$ cat src/rtl/dlx_pkg.sv
// Shared DLX definitions: opcodes, instruction field positions, bubble word
// and small decode helpers used by the IF/ID stage and its branch unit.
// All instruction vectors are big-endian, bit 0 = MSB.
package dlx_pkg;

  localparam logic [0:31] NOP_WORD = 32'h5400_0000;
  localparam int          CNT_W    = 16;

  // Instruction field slices (big-endian bit numbers)
  localparam int OP_HI  = 0;
  localparam int OP_LO  = 5;
  localparam int RS1_HI = 6;
  localparam int RS1_LO = 10;
  localparam int RS2_HI = 11;
  localparam int RS2_LO = 15;
  localparam int IMM_HI = 16;
  localparam int IMM_LO = 31;
  localparam int OFF_HI = 6;
  localparam int OFF_LO = 31;

  typedef logic [0:5] opcode_t;

  localparam opcode_t OP_RTYPE    = 6'h00;
  localparam opcode_t OP_J        = 6'h02;
  localparam opcode_t OP_JAL      = 6'h03;
  localparam opcode_t OP_BEQZ     = 6'h04;
  localparam opcode_t OP_BNEZ     = 6'h05;
  localparam opcode_t OP_JR       = 6'h12;
  localparam opcode_t OP_JALR     = 6'h13;
  localparam opcode_t OP_NOP      = 6'h15;
  localparam opcode_t OP_LOAD_LO  = 6'h20;
  localparam opcode_t OP_LOAD_HI  = 6'h27;
  localparam opcode_t OP_STORE_LO = 6'h28;
  localparam opcode_t OP_STORE_HI = 6'h2F;

  // What the IF/ID latch does on the next clock edge
  typedef enum logic [1:0] {
    LATCH_LOAD   = 2'd0,
    LATCH_HOLD   = 2'd1,
    LATCH_SQUASH = 2'd2
  } latch_op_t;

  function automatic logic is_store(input opcode_t op);
    return (op >= OP_STORE_LO) && (op <= OP_STORE_HI);
  endfunction

  function automatic logic uses_rs1(input opcode_t op);
    return !((op == OP_J) || (op == OP_JAL) || (op == OP_NOP));
  endfunction

  function automatic logic uses_rs2(input opcode_t op);
    return (op == OP_RTYPE) || is_store(op);
  endfunction

  // Control transfers whose outcome depends on rs1 in ID
  function automatic logic is_ctl(input opcode_t op);
    return (op == OP_BEQZ) || (op == OP_BNEZ) || (op == OP_JR) || (op == OP_JALR);
  endfunction

  function automatic logic [0:31] sext16(input logic [0:15] imm);
    return {{16{imm[0]}}, imm};
  endfunction

  function automatic logic [0:31] sext26(input logic [0:25] off);
    return {{6{off[0]}}, off};
  endfunction

endpackage

$ cat src/rtl/if_id_stage_if.sv
// Bundle of the IF/ID stage's fetch, register-file, forwarding-status and
// ID-side signals. The stage is the slave; the surrounding pipeline is master.
interface if_id_stage_if #(
  parameter int CNT_W = 16
);

  logic [0:31]      if_pcplus4;
  logic [0:31]      if_instr;
  logic [0:31]      rs1_data;
  logic             ex_reg_write;
  logic             ex_load;
  logic [0:4]       ex_rd;
  logic             mem_load;
  logic [0:4]       mem_rd;

  logic [0:31]      id_instr;
  logic [0:31]      id_pcplus4;
  logic             id_valid;
  logic [0:4]       rs1_addr;
  logic [0:4]       rs2_addr;
  logic             leap;
  logic [0:31]      leap_addr;
  logic             pc_write_en;
  logic             bubble_out;
  logic [CNT_W-1:0] stall_count;
  logic [CNT_W-1:0] flush_count;

  modport master (
    output if_pcplus4, if_instr, rs1_data, ex_reg_write, ex_load, ex_rd,
           mem_load, mem_rd,
    input  id_instr, id_pcplus4, id_valid, rs1_addr, rs2_addr, leap,
           leap_addr, pc_write_en, bubble_out, stall_count, flush_count
  );

  modport slave (
    input  if_pcplus4, if_instr, rs1_data, ex_reg_write, ex_load, ex_rd,
           mem_load, mem_rd,
    output id_instr, id_pcplus4, id_valid, rs1_addr, rs2_addr, leap,
           leap_addr, pc_write_en, bubble_out, stall_count, flush_count
  );

endinterface

$ cat src/rtl/id_branch_unit.sv
// ID-stage branch/jump resolution. Purely combinational: decides whether
// fetch must be redirected and computes the target. Suppressed while the
// stage is stalled so a branch only resolves on fresh operands.
module id_branch_unit
  import dlx_pkg::*;
(
  input  logic [0:31] id_instr,
  input  logic [0:31] id_pcplus4,
  input  logic [0:31] rs1_data,
  input  logic        id_valid,
  input  logic        stall,
  output logic        leap,
  output logic [0:31] leap_addr
);

  opcode_t     op_s;
  logic [0:31] br_target_s;
  logic [0:31] j_target_s;

  assign op_s        = id_instr[OP_HI:OP_LO];
  assign br_target_s = id_pcplus4 + sext16(id_instr[IMM_HI:IMM_LO]);
  assign j_target_s  = id_pcplus4 + sext26(id_instr[OFF_HI:OFF_LO]);

  // Select redirect and target from the opcode and rs1 zero test
  always_comb begin
    leap      = 1'b0;
    leap_addr = 32'h0000_0000;
    if (id_valid && !stall) begin
      case (op_s)
        OP_J, OP_JAL: begin
          leap      = 1'b1;
          leap_addr = j_target_s;
        end
        OP_BEQZ: begin
          if (rs1_data == 32'h0000_0000) begin
            leap      = 1'b1;
            leap_addr = br_target_s;
          end else begin
            leap      = 1'b0;
            leap_addr = 32'h0000_0000;
          end
        end
        OP_BNEZ: begin
          if (rs1_data != 32'h0000_0000) begin
            leap      = 1'b1;
            leap_addr = br_target_s;
          end else begin
            leap      = 1'b0;
            leap_addr = 32'h0000_0000;
          end
        end
        OP_JR, OP_JALR: begin
          leap      = 1'b1;
          leap_addr = rs1_data;
        end
        default: begin
          leap      = 1'b0;
          leap_addr = 32'h0000_0000;
        end
      endcase
    end else begin
      leap      = 1'b0;
      leap_addr = 32'h0000_0000;
    end
  end

endmodule

$ cat src/rtl/if_id_stage.sv
// IF/ID pipeline latch with ID-stage hazard detection, branch resolution
// and saturating stall/flush counters. A stall holds the latch and freezes
// the PC; a taken redirect squashes the wrong-path fetch into a bubble.
module if_id_stage
  import dlx_pkg::*;
#(
  parameter logic [0:31] NOP_WORD = dlx_pkg::NOP_WORD,
  parameter int          CNT_W    = 16
) (
  input  logic       clk,
  input  logic       reset,
  if_id_stage_if.slave bus
);

  logic [0:31]      id_instr_r;
  logic [0:31]      id_pcplus4_r;
  logic             id_valid_r;
  logic [CNT_W-1:0] stall_count_r;
  logic [CNT_W-1:0] flush_count_r;

  opcode_t          op_s;
  logic [0:4]       rs1_addr_s;
  logic [0:4]       rs2_addr_s;
  logic             load_use_s;
  logic             ctl_haz_s;
  logic             stall_s;
  logic             leap_s;
  logic [0:31]      leap_addr_s;
  latch_op_t        latch_op_s;

  function automatic logic [CNT_W-1:0] sat_inc(input logic [CNT_W-1:0] v);
    return (&v) ? v : v + CNT_W'(1);
  endfunction

  assign op_s       = id_instr_r[OP_HI:OP_LO];
  assign rs1_addr_s = id_instr_r[RS1_HI:RS1_LO];
  assign rs2_addr_s = id_instr_r[RS2_HI:RS2_LO];

  // Detect load-use and branch-operand hazards; r0 never conflicts
  always_comb begin
    load_use_s = 1'b0;
    ctl_haz_s  = 1'b0;
    if (id_valid_r) begin
      load_use_s = bus.ex_load && (bus.ex_rd != 5'd0) &&
                   ((uses_rs1(op_s) && (bus.ex_rd == rs1_addr_s)) ||
                    (uses_rs2(op_s) && (bus.ex_rd == rs2_addr_s)));
      ctl_haz_s  = is_ctl(op_s) &&
                   ((bus.ex_reg_write && (bus.ex_rd != 5'd0) && (bus.ex_rd == rs1_addr_s)) ||
                    (bus.mem_load && (bus.mem_rd != 5'd0) && (bus.mem_rd == rs1_addr_s)));
    end else begin
      load_use_s = 1'b0;
      ctl_haz_s  = 1'b0;
    end
  end

  assign stall_s = load_use_s || ctl_haz_s;

  id_branch_unit u_branch (
    .id_instr   (id_instr_r),
    .id_pcplus4 (id_pcplus4_r),
    .rs1_data   (bus.rs1_data),
    .id_valid   (id_valid_r),
    .stall      (stall_s),
    .leap       (leap_s),
    .leap_addr  (leap_addr_s)
  );

  // Choose the latch action: stall beats redirect beats normal advance
  always_comb begin
    latch_op_s = LATCH_LOAD;
    if (stall_s) begin
      latch_op_s = LATCH_HOLD;
    end else if (leap_s) begin
      latch_op_s = LATCH_SQUASH;
    end else begin
      latch_op_s = LATCH_LOAD;
    end
  end

  // IF/ID latch: hold on stall, bubble on redirect, else capture fetch
  always_ff @(posedge clk or negedge reset) begin
    if (!reset) begin
      id_instr_r   <= NOP_WORD;
      id_pcplus4_r <= 32'h0000_0000;
      id_valid_r   <= 1'b0;
    end else begin
      case (latch_op_s)
        LATCH_HOLD: begin
          id_instr_r   <= id_instr_r;
          id_pcplus4_r <= id_pcplus4_r;
          id_valid_r   <= id_valid_r;
        end
        LATCH_SQUASH: begin
          id_instr_r   <= NOP_WORD;
          id_pcplus4_r <= bus.if_pcplus4;
          id_valid_r   <= 1'b0;
        end
        LATCH_LOAD: begin
          id_instr_r   <= bus.if_instr;
          id_pcplus4_r <= bus.if_pcplus4;
          id_valid_r   <= 1'b1;
        end
        default: begin
          id_instr_r   <= NOP_WORD;
          id_pcplus4_r <= 32'h0000_0000;
          id_valid_r   <= 1'b0;
        end
      endcase
    end
  end

  // Saturating counts of stall cycles and squashed fetches
  always_ff @(posedge clk or negedge reset) begin
    if (!reset) begin
      stall_count_r <= '0;
      flush_count_r <= '0;
    end else begin
      case (latch_op_s)
        LATCH_HOLD:   stall_count_r <= sat_inc(stall_count_r);
        LATCH_SQUASH: flush_count_r <= sat_inc(flush_count_r);
        LATCH_LOAD: begin
          stall_count_r <= stall_count_r;
          flush_count_r <= flush_count_r;
        end
        default: begin
          stall_count_r <= stall_count_r;
          flush_count_r <= flush_count_r;
        end
      endcase
    end
  end

  assign bus.id_instr    = id_instr_r;
  assign bus.id_pcplus4  = id_pcplus4_r;
  assign bus.id_valid    = id_valid_r;
  assign bus.rs1_addr    = rs1_addr_s;
  assign bus.rs2_addr    = rs2_addr_s;
  assign bus.leap        = leap_s;
  assign bus.leap_addr   = leap_addr_s;
  assign bus.pc_write_en = !stall_s;
  assign bus.bubble_out  = stall_s;
  assign bus.stall_count = stall_count_r;
  assign bus.flush_count = flush_count_r;

endmodule
$ cat src/flat_wrapper.sv
// flat-port wrapper written by rule: the top's interface ports become plain ports
module if_id_stage_flat import dlx_pkg::*;
#(
  parameter logic [0:31] NOP_WORD = dlx_pkg::NOP_WORD,
  parameter int          CNT_W    = 16
)
  (clk, reset, bus_if_pcplus4, bus_if_instr, bus_rs1_data, bus_ex_reg_write, bus_ex_load, bus_ex_rd, bus_mem_load, bus_mem_rd, bus_id_instr, bus_id_pcplus4, bus_id_valid, bus_rs1_addr, bus_rs2_addr, bus_leap, bus_leap_addr, bus_pc_write_en, bus_bubble_out, bus_stall_count, bus_flush_count);
  if_id_stage_if #(.CNT_W(CNT_W)) bus_i ();
  input  logic clk;
  input  logic reset;
  input wire logic [$bits(bus_i.if_pcplus4)-1:0] bus_if_pcplus4;
  input wire logic [$bits(bus_i.if_instr)-1:0] bus_if_instr;
  input wire logic [$bits(bus_i.rs1_data)-1:0] bus_rs1_data;
  input wire logic [$bits(bus_i.ex_reg_write)-1:0] bus_ex_reg_write;
  input wire logic [$bits(bus_i.ex_load)-1:0] bus_ex_load;
  input wire logic [$bits(bus_i.ex_rd)-1:0] bus_ex_rd;
  input wire logic [$bits(bus_i.mem_load)-1:0] bus_mem_load;
  input wire logic [$bits(bus_i.mem_rd)-1:0] bus_mem_rd;
  output wire logic [$bits(bus_i.id_instr)-1:0] bus_id_instr;
  output wire logic [$bits(bus_i.id_pcplus4)-1:0] bus_id_pcplus4;
  output wire logic [$bits(bus_i.id_valid)-1:0] bus_id_valid;
  output wire logic [$bits(bus_i.rs1_addr)-1:0] bus_rs1_addr;
  output wire logic [$bits(bus_i.rs2_addr)-1:0] bus_rs2_addr;
  output wire logic [$bits(bus_i.leap)-1:0] bus_leap;
  output wire logic [$bits(bus_i.leap_addr)-1:0] bus_leap_addr;
  output wire logic [$bits(bus_i.pc_write_en)-1:0] bus_pc_write_en;
  output wire logic [$bits(bus_i.bubble_out)-1:0] bus_bubble_out;
  output wire logic [$bits(bus_i.stall_count)-1:0] bus_stall_count;
  output wire logic [$bits(bus_i.flush_count)-1:0] bus_flush_count;
  assign bus_i.if_pcplus4 = bus_if_pcplus4;
  assign bus_i.if_instr = bus_if_instr;
  assign bus_i.rs1_data = bus_rs1_data;
  assign bus_i.ex_reg_write = bus_ex_reg_write;
  assign bus_i.ex_load = bus_ex_load;
  assign bus_i.ex_rd = bus_ex_rd;
  assign bus_i.mem_load = bus_mem_load;
  assign bus_i.mem_rd = bus_mem_rd;
  assign bus_id_instr = bus_i.id_instr;
  assign bus_id_pcplus4 = bus_i.id_pcplus4;
  assign bus_id_valid = bus_i.id_valid;
  assign bus_rs1_addr = bus_i.rs1_addr;
  assign bus_rs2_addr = bus_i.rs2_addr;
  assign bus_leap = bus_i.leap;
  assign bus_leap_addr = bus_i.leap_addr;
  assign bus_pc_write_en = bus_i.pc_write_en;
  assign bus_bubble_out = bus_i.bubble_out;
  assign bus_stall_count = bus_i.stall_count;
  assign bus_flush_count = bus_i.flush_count;
  if_id_stage #(.NOP_WORD(NOP_WORD), .CNT_W(CNT_W)) u_core (.clk(clk), .reset(reset), .bus(bus_i));
endmodule
$ cat config.mk
export PLATFORM = sky130hd
export DESIGN_NAME = if_id_stage_flat
export DESIGN_NICKNAME = d
export VERILOG_FILES = /design/src/rtl/dlx_pkg.sv /design/src/rtl/if_id_stage_if.sv /design/src/rtl/id_branch_unit.sv /design/src/rtl/if_id_stage.sv /design/src/flat_wrapper.sv
export SDC_FILE = /design/constraint.sdc
export NUM_CORES = 1
export LEC_CHECK = 0
export CAP_MARGIN = 15
export CORE_MARGIN = 5
export CORE_UTILIZATION = 43
export DETAILED_ROUTE_END_ITERATION = 10
export GPL_TIMING_DRIVEN = 0
export PLACE_DENSITY = 0.83
export SYNTH_ARGS = -nofsm -noshare
export SYNTH_HDL_FRONTEND = slang
export SYNTH_HIERARCHICAL = 1
export SYNTH_SLANG_ARGS = --single-unit
$ cat constraint.sdc
create_clock -name clk -period 3.6 [get_ports clk]
set_input_delay 0.36 -clock clk [delete_from_list [all_inputs] [get_ports clk]]
set_output_delay 0.36 -clock clk [all_outputs]
set_load 0.01 [all_outputs]
# After elaboration in Yosys (flattened, before gate mapping)
# Cells that the tools add are included.
[word_totals] wordCells=76 input_bits=111 output_inout_bits=142 regBits=97
[classes] bitwise=2 n_eq_ne=12 reduce_logical=36 order_cmp=2 add_sub_neg=4 mux=15
[ops] operator="one-hot mux 32 bit (2 select lines)" n=2
[ops] operator="one-hot mux 32 bit (4 select lines)" n=1
[ops] operator="2-to-1 mux 32 bit" n=3
[ops] operator="adder 32 bit" n=2
[ops] operator="adder 16 x 1 -> 16 bit, second input constant" n=2
[ops] operator="zero test 32 bit" n=1
[ops] operator="AND reduction 16 bit" n=2
[ops] operator="nonzero test 32 bit" n=1
[ops] operator="equality test 6 x 5 -> 1 bit, second input constant" n=3
[ops] operator="equality test 5 bit" n=3
[ops] operator="equality test 6 x 2 -> 1 bit, second input constant" n=2
[ops] operator="equality test 6 x 3 -> 1 bit, second input constant" n=2
[ops] operator="logical AND 1 bit" n=11
[ops] operator="nonzero test 5 bit" n=2
[ops] operator="logical OR 1 bit" n=9
[ops] operator=">= comparator 6 bit, second input constant" n=1
[ops] operator="<= comparator 6 bit, second input constant" n=1
[ops] operator="zero test 6 bit" n=1
[ops] operator="OR reduction 2 bit" n=3
[ops] operator="2-to-1 mux 1 bit" n=5
[ops] operator="2-to-1 mux 2 bit" n=2
[ops] operator="AND reduction 2 bit" n=2
[ops] operator="OR reduction 4 bit" n=1
[ops] operator="one-hot mux 1 bit (3 select lines)" n=1
[ops] operator="other kinds (6)" n=8

# Logic depth before layout (Yosys ltp)
[depth] ltp_word=17 mapped_depth=16 mapped_depth_nobuf=12

# By module
# Netlist, hierarchy kept.
[by_module_without_submodules] mod="if_id_stage" area_each_um2=4465.5 cells_per_inst=404 instances=1
[by_module_without_submodules] mod="id_branch_unit" area_each_um2=3141.8 cells_per_inst=467 instances=1

# Worst setup path after synthesis
# Ideal clock, no wire load.
[synth_timing] path_kind="register -> register" start="register u_core.id_instr_r (netlist bit u_core/bus.id_instr[3])" end="register u_core.flush_count_r[1] (netlist: u_core/bus.flush_count[1])" setup_slack_ns=-0.055 setup_ns=0.125 n_path_buf=4 t_arrival_ns=3.530 path_stages_with_launch=16 synth_period_minus_slack_ns=3.655 required_ns=3.475 path_cell_list="dfstp_2 -> and4b_1 -> a21oi_1 -> o31ai_1 -> a2111oi_2 -> o31a_2 -> buf_6 -> buf_4 -> buf_2 -> nor2b_1 -> o21ai_1 -> clkbuf_1 -> nor2_1 -> nand2_1 -> nor2_1 -> mux2_2"
[synth_via] elab_chain_cells=16 elab_cells_between_ends=35
[synth_rtl] item="start: declaration" line_no="if_id_stage.sv:15" rtl="logic [0:31] id_instr_r;"
[synth_rtl] item="start signal: assignment" line_no="if_id_stage.sv:89" rtl="id_instr_r <= id_instr_r;"
[synth_rtl] item="start signal: assignment" line_no="if_id_stage.sv:99" rtl="id_instr_r <= bus.if_instr;"
[synth_rtl] item="branches (longest 8 deep; another with >= comparator 6 bit)"
[synth_rtl] item="logical OR 1 bit (*)" line_no="if_id_stage.sv:56" rtl="assign stall_s = load_use_s || ctl_haz_s;"
[synth_rtl] item="named net bus_bubble_out" line_no="flat_wrapper.sv:27" rtl="output wire logic [$bits(bus_i.bubble_out)-1:0] bus_bubble_out;"
[synth_rtl] item="zero test 1 bit (*)" line_no="id_branch_unit.sv:28" rtl="if (id_valid && !stall) begin"
[synth_rtl] item="logical AND 1 bit (*)" line_no="id_branch_unit.sv:28"
[synth_rtl] item="2-to-1 mux 1 bit (*)" line_no="id_branch_unit.sv:28"
[synth_rtl] item="named net bus_leap" line_no="flat_wrapper.sv:24" rtl="output wire logic [$bits(bus_i.leap)-1:0] bus_leap;"
[synth_rtl] item="2-to-1 mux 2 bit (*)" line_no="if_id_stage.sv:73" rtl="end else if (leap_s) begin"
[synth_rtl] item="2-to-1 mux 2 bit (*)" line_no="if_id_stage.sv:71" rtl="if (stall_s) begin"
[synth_rtl] item="equality test 2 bit (*)" line_no="if_id_stage.sv:118" rtl="case (latch_op_s)"
[synth_rtl] item="AND reduction 2 bit (no line) (*)"
[synth_rtl] item="end signal: assignment" line_no="if_id_stage.sv:120" rtl="LATCH_SQUASH: flush_count_r <= sat_inc(flush_count_r);"
[synth_rtl] item="end signal: assignment" line_no="if_id_stage.sv:123" rtl="flush_count_r <= flush_count_r;"
[synth_rtl] item="end signal: assignment" line_no="if_id_stage.sv:127" rtl="flush_count_r <= flush_count_r;"
[synth_rtl] item="end: declaration" line_no="if_id_stage.sv:19" rtl="logic [CNT_W-1:0] flush_count_r;"
# Mark *: on every way through the listed nets, which the timed path passes.
# A chain may end at the register's enable or synchronous reset.

# Worst setup path after layout
[layout_timing] start="register u_core.id_instr_r (netlist bit u_core/bus.id_instr[31])" end="output port bus_leap_addr[22]"
[layout_via] elab_chain_cells=4 elab_cells_between_ends=6
[layout_rtl] item="adder 32 bit" line_no="id_branch_unit.sv:21" rtl="assign br_target_s = id_pcplus4 + sext16(id_instr[IMM_HI:IMM_LO]);"
[layout_rtl] item="2-to-1 mux 32 bit (on tied branches)" line_no="id_branch_unit.sv:44, id_branch_unit.sv:35"
[layout_rtl] item="one-hot mux 32 bit (4 select lines) (*)" line_no="id_branch_unit.sv:29" rtl="case (op_s)"
[layout_rtl] item="2-to-1 mux 32 bit (*)" line_no="id_branch_unit.sv:28"
[layout_rtl] item="end: declaration" line_no="flat_wrapper.sv:25" rtl="output wire logic [$bits(bus_i.leap_addr)-1:0] bus_leap_addr;"
# Every way passes the cells marked *; elsewhere a longest branch is shown, timed or not.

==> out/summary.txt <==
Die ar.: 20450 um^2
sum of negative setup slack: -0.5305 ns
number of synthesized flops with an enable pin: 0
area grow syn2layout: 51.55%
Seq cells post-synth: 97
most common flop cell mapped by yosys: sky130_fd_sc_hd__dfrtp_1
setup repair after global routing missed its margin: true
fin area: 11530 um^2
highest ir drop seen on vdd: 0.0002353 V
count of inserted antenna diode cells: 0
max-capacitance violation count: 0
global routing usage on met2: 44.58%
DRC violation count after routing: 0
signal arrival time at the worst endpoint: 3.44 ns
worst min-delay path class: input port to asynchronous set/reset pin
Cells after Synth: 871
worst-margin pin slew: 0.6628 ns
H-Tree Depth: 3
global-route wire length before repair: 43750 um
category of the worst setup path capture point: primary output
CTS tree: built
sort of element at the start of the critical path: register
CTS buffer count: 9
routed wire length per instance: 20.37 um
number of vias per cell: 5.697
wirelength, routed: 28600 um
Final setup violation count: 5
post-synth cell types: 71
global route hottest layer: met2
Clock Skews: 0.009686 ns
global routing usage on met3: 5.827%
GPL Wtd Cong: 0.9348
number of non-filler instances in the completed layout: 1404
cell type contributing the most total cell area after synthesis: sky130_fd_sc_hd__dfrtp_1
number of antenna violations at the first check in global routing: 0
classification of the worst setup path: register to primary output
initial core utilization: 43.83%
Initial DRC Count: 529
top area cells in the synthesized netlist: sky130_fd_sc_hd__dfrtp_1 (31%), sky130_fd_sc_hd__ha_1 (7.9%), sky130_fd_sc_hd__xnor2_1 (6.0%), sky130_fd_sc_hd__mux2_2 (5.2%), sky130_fd_sc_hd__nand2_1 (4.1%)
core region area: 17360 um^2
DIE WIDTH: 143.0 um
CTS sink count: 97
final critical-path share of the clock period: 105.6%
Synthesis Warnings: 6
Hold Violations, Final: 0
final net count: 1335
buffer cell driving the clock tree root: sky130_fd_sc_hd__clkbuf_16
Placed Cells: 1349
area of the mapped netlist: 7607 um^2
violated checks: setup timing
drt first pass iters: 5
Max Buffers Root-to-Sink: 2
number of rows created at floorplan: 48
total placed instance area: 10440 um^2
Design Power: 3.660 mW
pin count of the biggest net entering global routing: 57
source-to-sink clock delay at the later pin of the worst-skew pair: 0.34 ns
I/O pin count: 253
relative slew slack: 55.70%
sequential share of the synthesized area: 31.96%
Net Count, Synth: 1031
result of the run: finished, violations left
Antenna Nets Post-Route: 0
required arrival time at the worst endpoint: 3.24 ns
# fillers: 1404
Avg Cell Area, Syn: 8.734 um^2
top fanout value on the critical path: 3
met1 usage: 35.94%
top-area cell type share of the netlist area: 30.92%
maximum frequency from static timing analysis: 263.0 MHz
standby leakage power: 4.797 nW
post-synthesis async set-or-reset flop share: 100.0%
hold bufs inserted after CTS: 0
post-layout min period: 3.803 ns
pins over their slew limit: 0
global-route total usage across every layer: 27.30%
height of the die: 143.0 um
dpl hpwl: 21630 um
total overflow reported by the global router: 0
share of layout cells above drive strength 1: 21.46%
CTS clk-pin slew, worst paths: 0.06 ns
count of input and output buffers: 252
pwr/cell area: 317.5 nW/um^2
overall via count from detail_route: 7999
final worst-path setup slack: -0.2028 ns
number of global-route vias before repair: 8073
-- report_power, final --
part           total [mW]  switching [mW]  internal (mW)
Sequential           1.28           0.119           1.16
Clock               0.950           0.414          0.536
Combinational        1.43           0.713          0.715
Total                3.66            1.25           2.41
-- cells in the final DEF, fill, tap and decap left out, types with 13 or more instances in the layout --
cell / instances
sky130_fd_sc_hd__clkdlybuf4s50_1: 215
sky130_fd_sc_hd__dfrtp_1: 88
sky130_fd_sc_hd__nand2_1: 81
sky130_fd_sc_hd__nor2_1: 55
sky130_fd_sc_hd__o21ai_0: 54
sky130_fd_sc_hd__xnor2_1: 52
sky130_fd_sc_hd__buf_4: 44
sky130_fd_sc_hd__nand2b_1: 38
sky130_fd_sc_hd__ha_1: 38
sky130_fd_sc_hd__a21oi_1: 36
sky130_fd_sc_hd__mux2_2: 35
sky130_fd_sc_hd__buf_2: 33
sky130_fd_sc_hd__nand3_1: 25
sky130_fd_sc_hd__xor2_1: 25
sky130_fd_sc_hd__a21o_1: 25
sky130_fd_sc_hd__nand4_1: 22
sky130_fd_sc_hd__inv_1: 17
sky130_fd_sc_hd__a22oi_1: 17
sky130_fd_sc_hd__and3_1: 13
-- kinds of logic after synthesis --
group	after synthesis	share of synthesized area, %
xor+xnor	77	8.865
compound gates	227	19.59
mux	42	6.135
flops	97	31.96
buf+inv	62	4.079
simple gates	317	21.22
fa+ha+maj	49	8.158
-- routing by layer --
| metal | share of wire, % | vias to the layer above |
|---|---|---|
| li1 | - | 3759 |
| met1 | 41 | 3824 |
| met2 | 48 | 355 |
| met3 | 8.4 | 61 |
| met4 | 3.0 | 0 |
| met5 | 0 | - |
-- what timing repair did --
action	in CTS	in global routing
pin swaps	31	29
setup endpoints to repair	84	48
gates cloned	1	0
resized for setup	208	49
setup buffers	31	14
-- per-stage QoR --
step	utilization, %	worst slack (ns)	hold WS, ns
floorplan	-	0.03435	0.06441
global placement	60.00	-1.613	0.4795
detailed placement	60.14	-1.395	0.3915
CTS	64.94	-0.1638	0.02650
global route	66.42	-0.3186	0.05576
finish	66.42	-0.2028	0.01276
-- critical path, stage by stage, from the launching register on --
cell and delay [ns]:
sky130_fd_sc_hd__dfrtp_1 0.40, sky130_fd_sc_hd__ha_2 0.21, sky130_fd_sc_hd__inv_2 0.04, sky130_fd_sc_hd__fa_2 0.36, sky130_fd_sc_hd__nor2b_2 0.17, sky130_fd_sc_hd__o211ai_1 0.22
sky130_fd_sc_hd__a21o_1 0.28, sky130_fd_sc_hd__a211oi_4 0.30, sky130_fd_sc_hd__buf_4 0.16, sky130_fd_sc_hd__nor2_1 0.04, sky130_fd_sc_hd__o21ai_0 0.21, sky130_fd_sc_hd__a211o_1 0.17
sky130_fd_sc_hd__a32oi_1 0.12, sky130_fd_sc_hd__a21oi_2 0.19, sky130_fd_sc_hd__clkdlybuf4s15_2 0.24
-- state kept, by name, indices dropped and copies added (netlist names) --
signal / count
u_core/bus.id_valid: 1
u_core/bus.id_instr: 32
u_core/bus.stall_count: 16
u_core/bus.id_pcplus4: 32
u_core/bus.flush_count: 16
-- synth_stat cells (all sizes together), types with 9 or more instances --
cell,instances
o21ai,69
ha,48
mux2,37
dfrtp,94
buf,26
a211oi,9
and3,16
a21oi,47
nand3,26
clkbuf,17
xor2,25
nand4,22
nor4,17
nand2,83
inv,19
o21bai,12
a21o,25
nand2b,40
a22oi,17
xnor2,52
nor2,64
-- final timing paths --
check | start | endpoint | slack (ns) | cells after the start
max | u_core/bus.id_instr[31] | bus_leap_addr[22] | -0.20 | 14
min | reset | u_core/bus.id_pcplus4[31] | 0.01 | 1
max reg2reg | u_core/bus.id_instr[3] | u_core/bus.flush_count[11] | 0.20 | 17
min reg2reg | u_core/bus.flush_count[15] | u_core/bus.flush_count[15] | 0.50 | 1
max in group asynchronous | reset | u_core/bus.id_instr[1] | 2.88 | 2
min in group clk | u_core/bus.flush_count[15] | u_core/bus.flush_count[15] | 0.50 | 1
-- final cells by class --
cell class                 count  area (um^2)  share of cell area [%]
timing repair buffer         298         2820                   24.46
clock inverter                 5        56.30                  0.4884
sequential                    97         2441                   21.17
multi-input combinational    712         5379                   46.66
buffer                        38        250.2                   2.171
clock buffer                  10        229.0                   1.986
tap                          225        281.5                   2.442
inverter                      19        71.32                  0.6186
(Power assumes the default switching activity.)
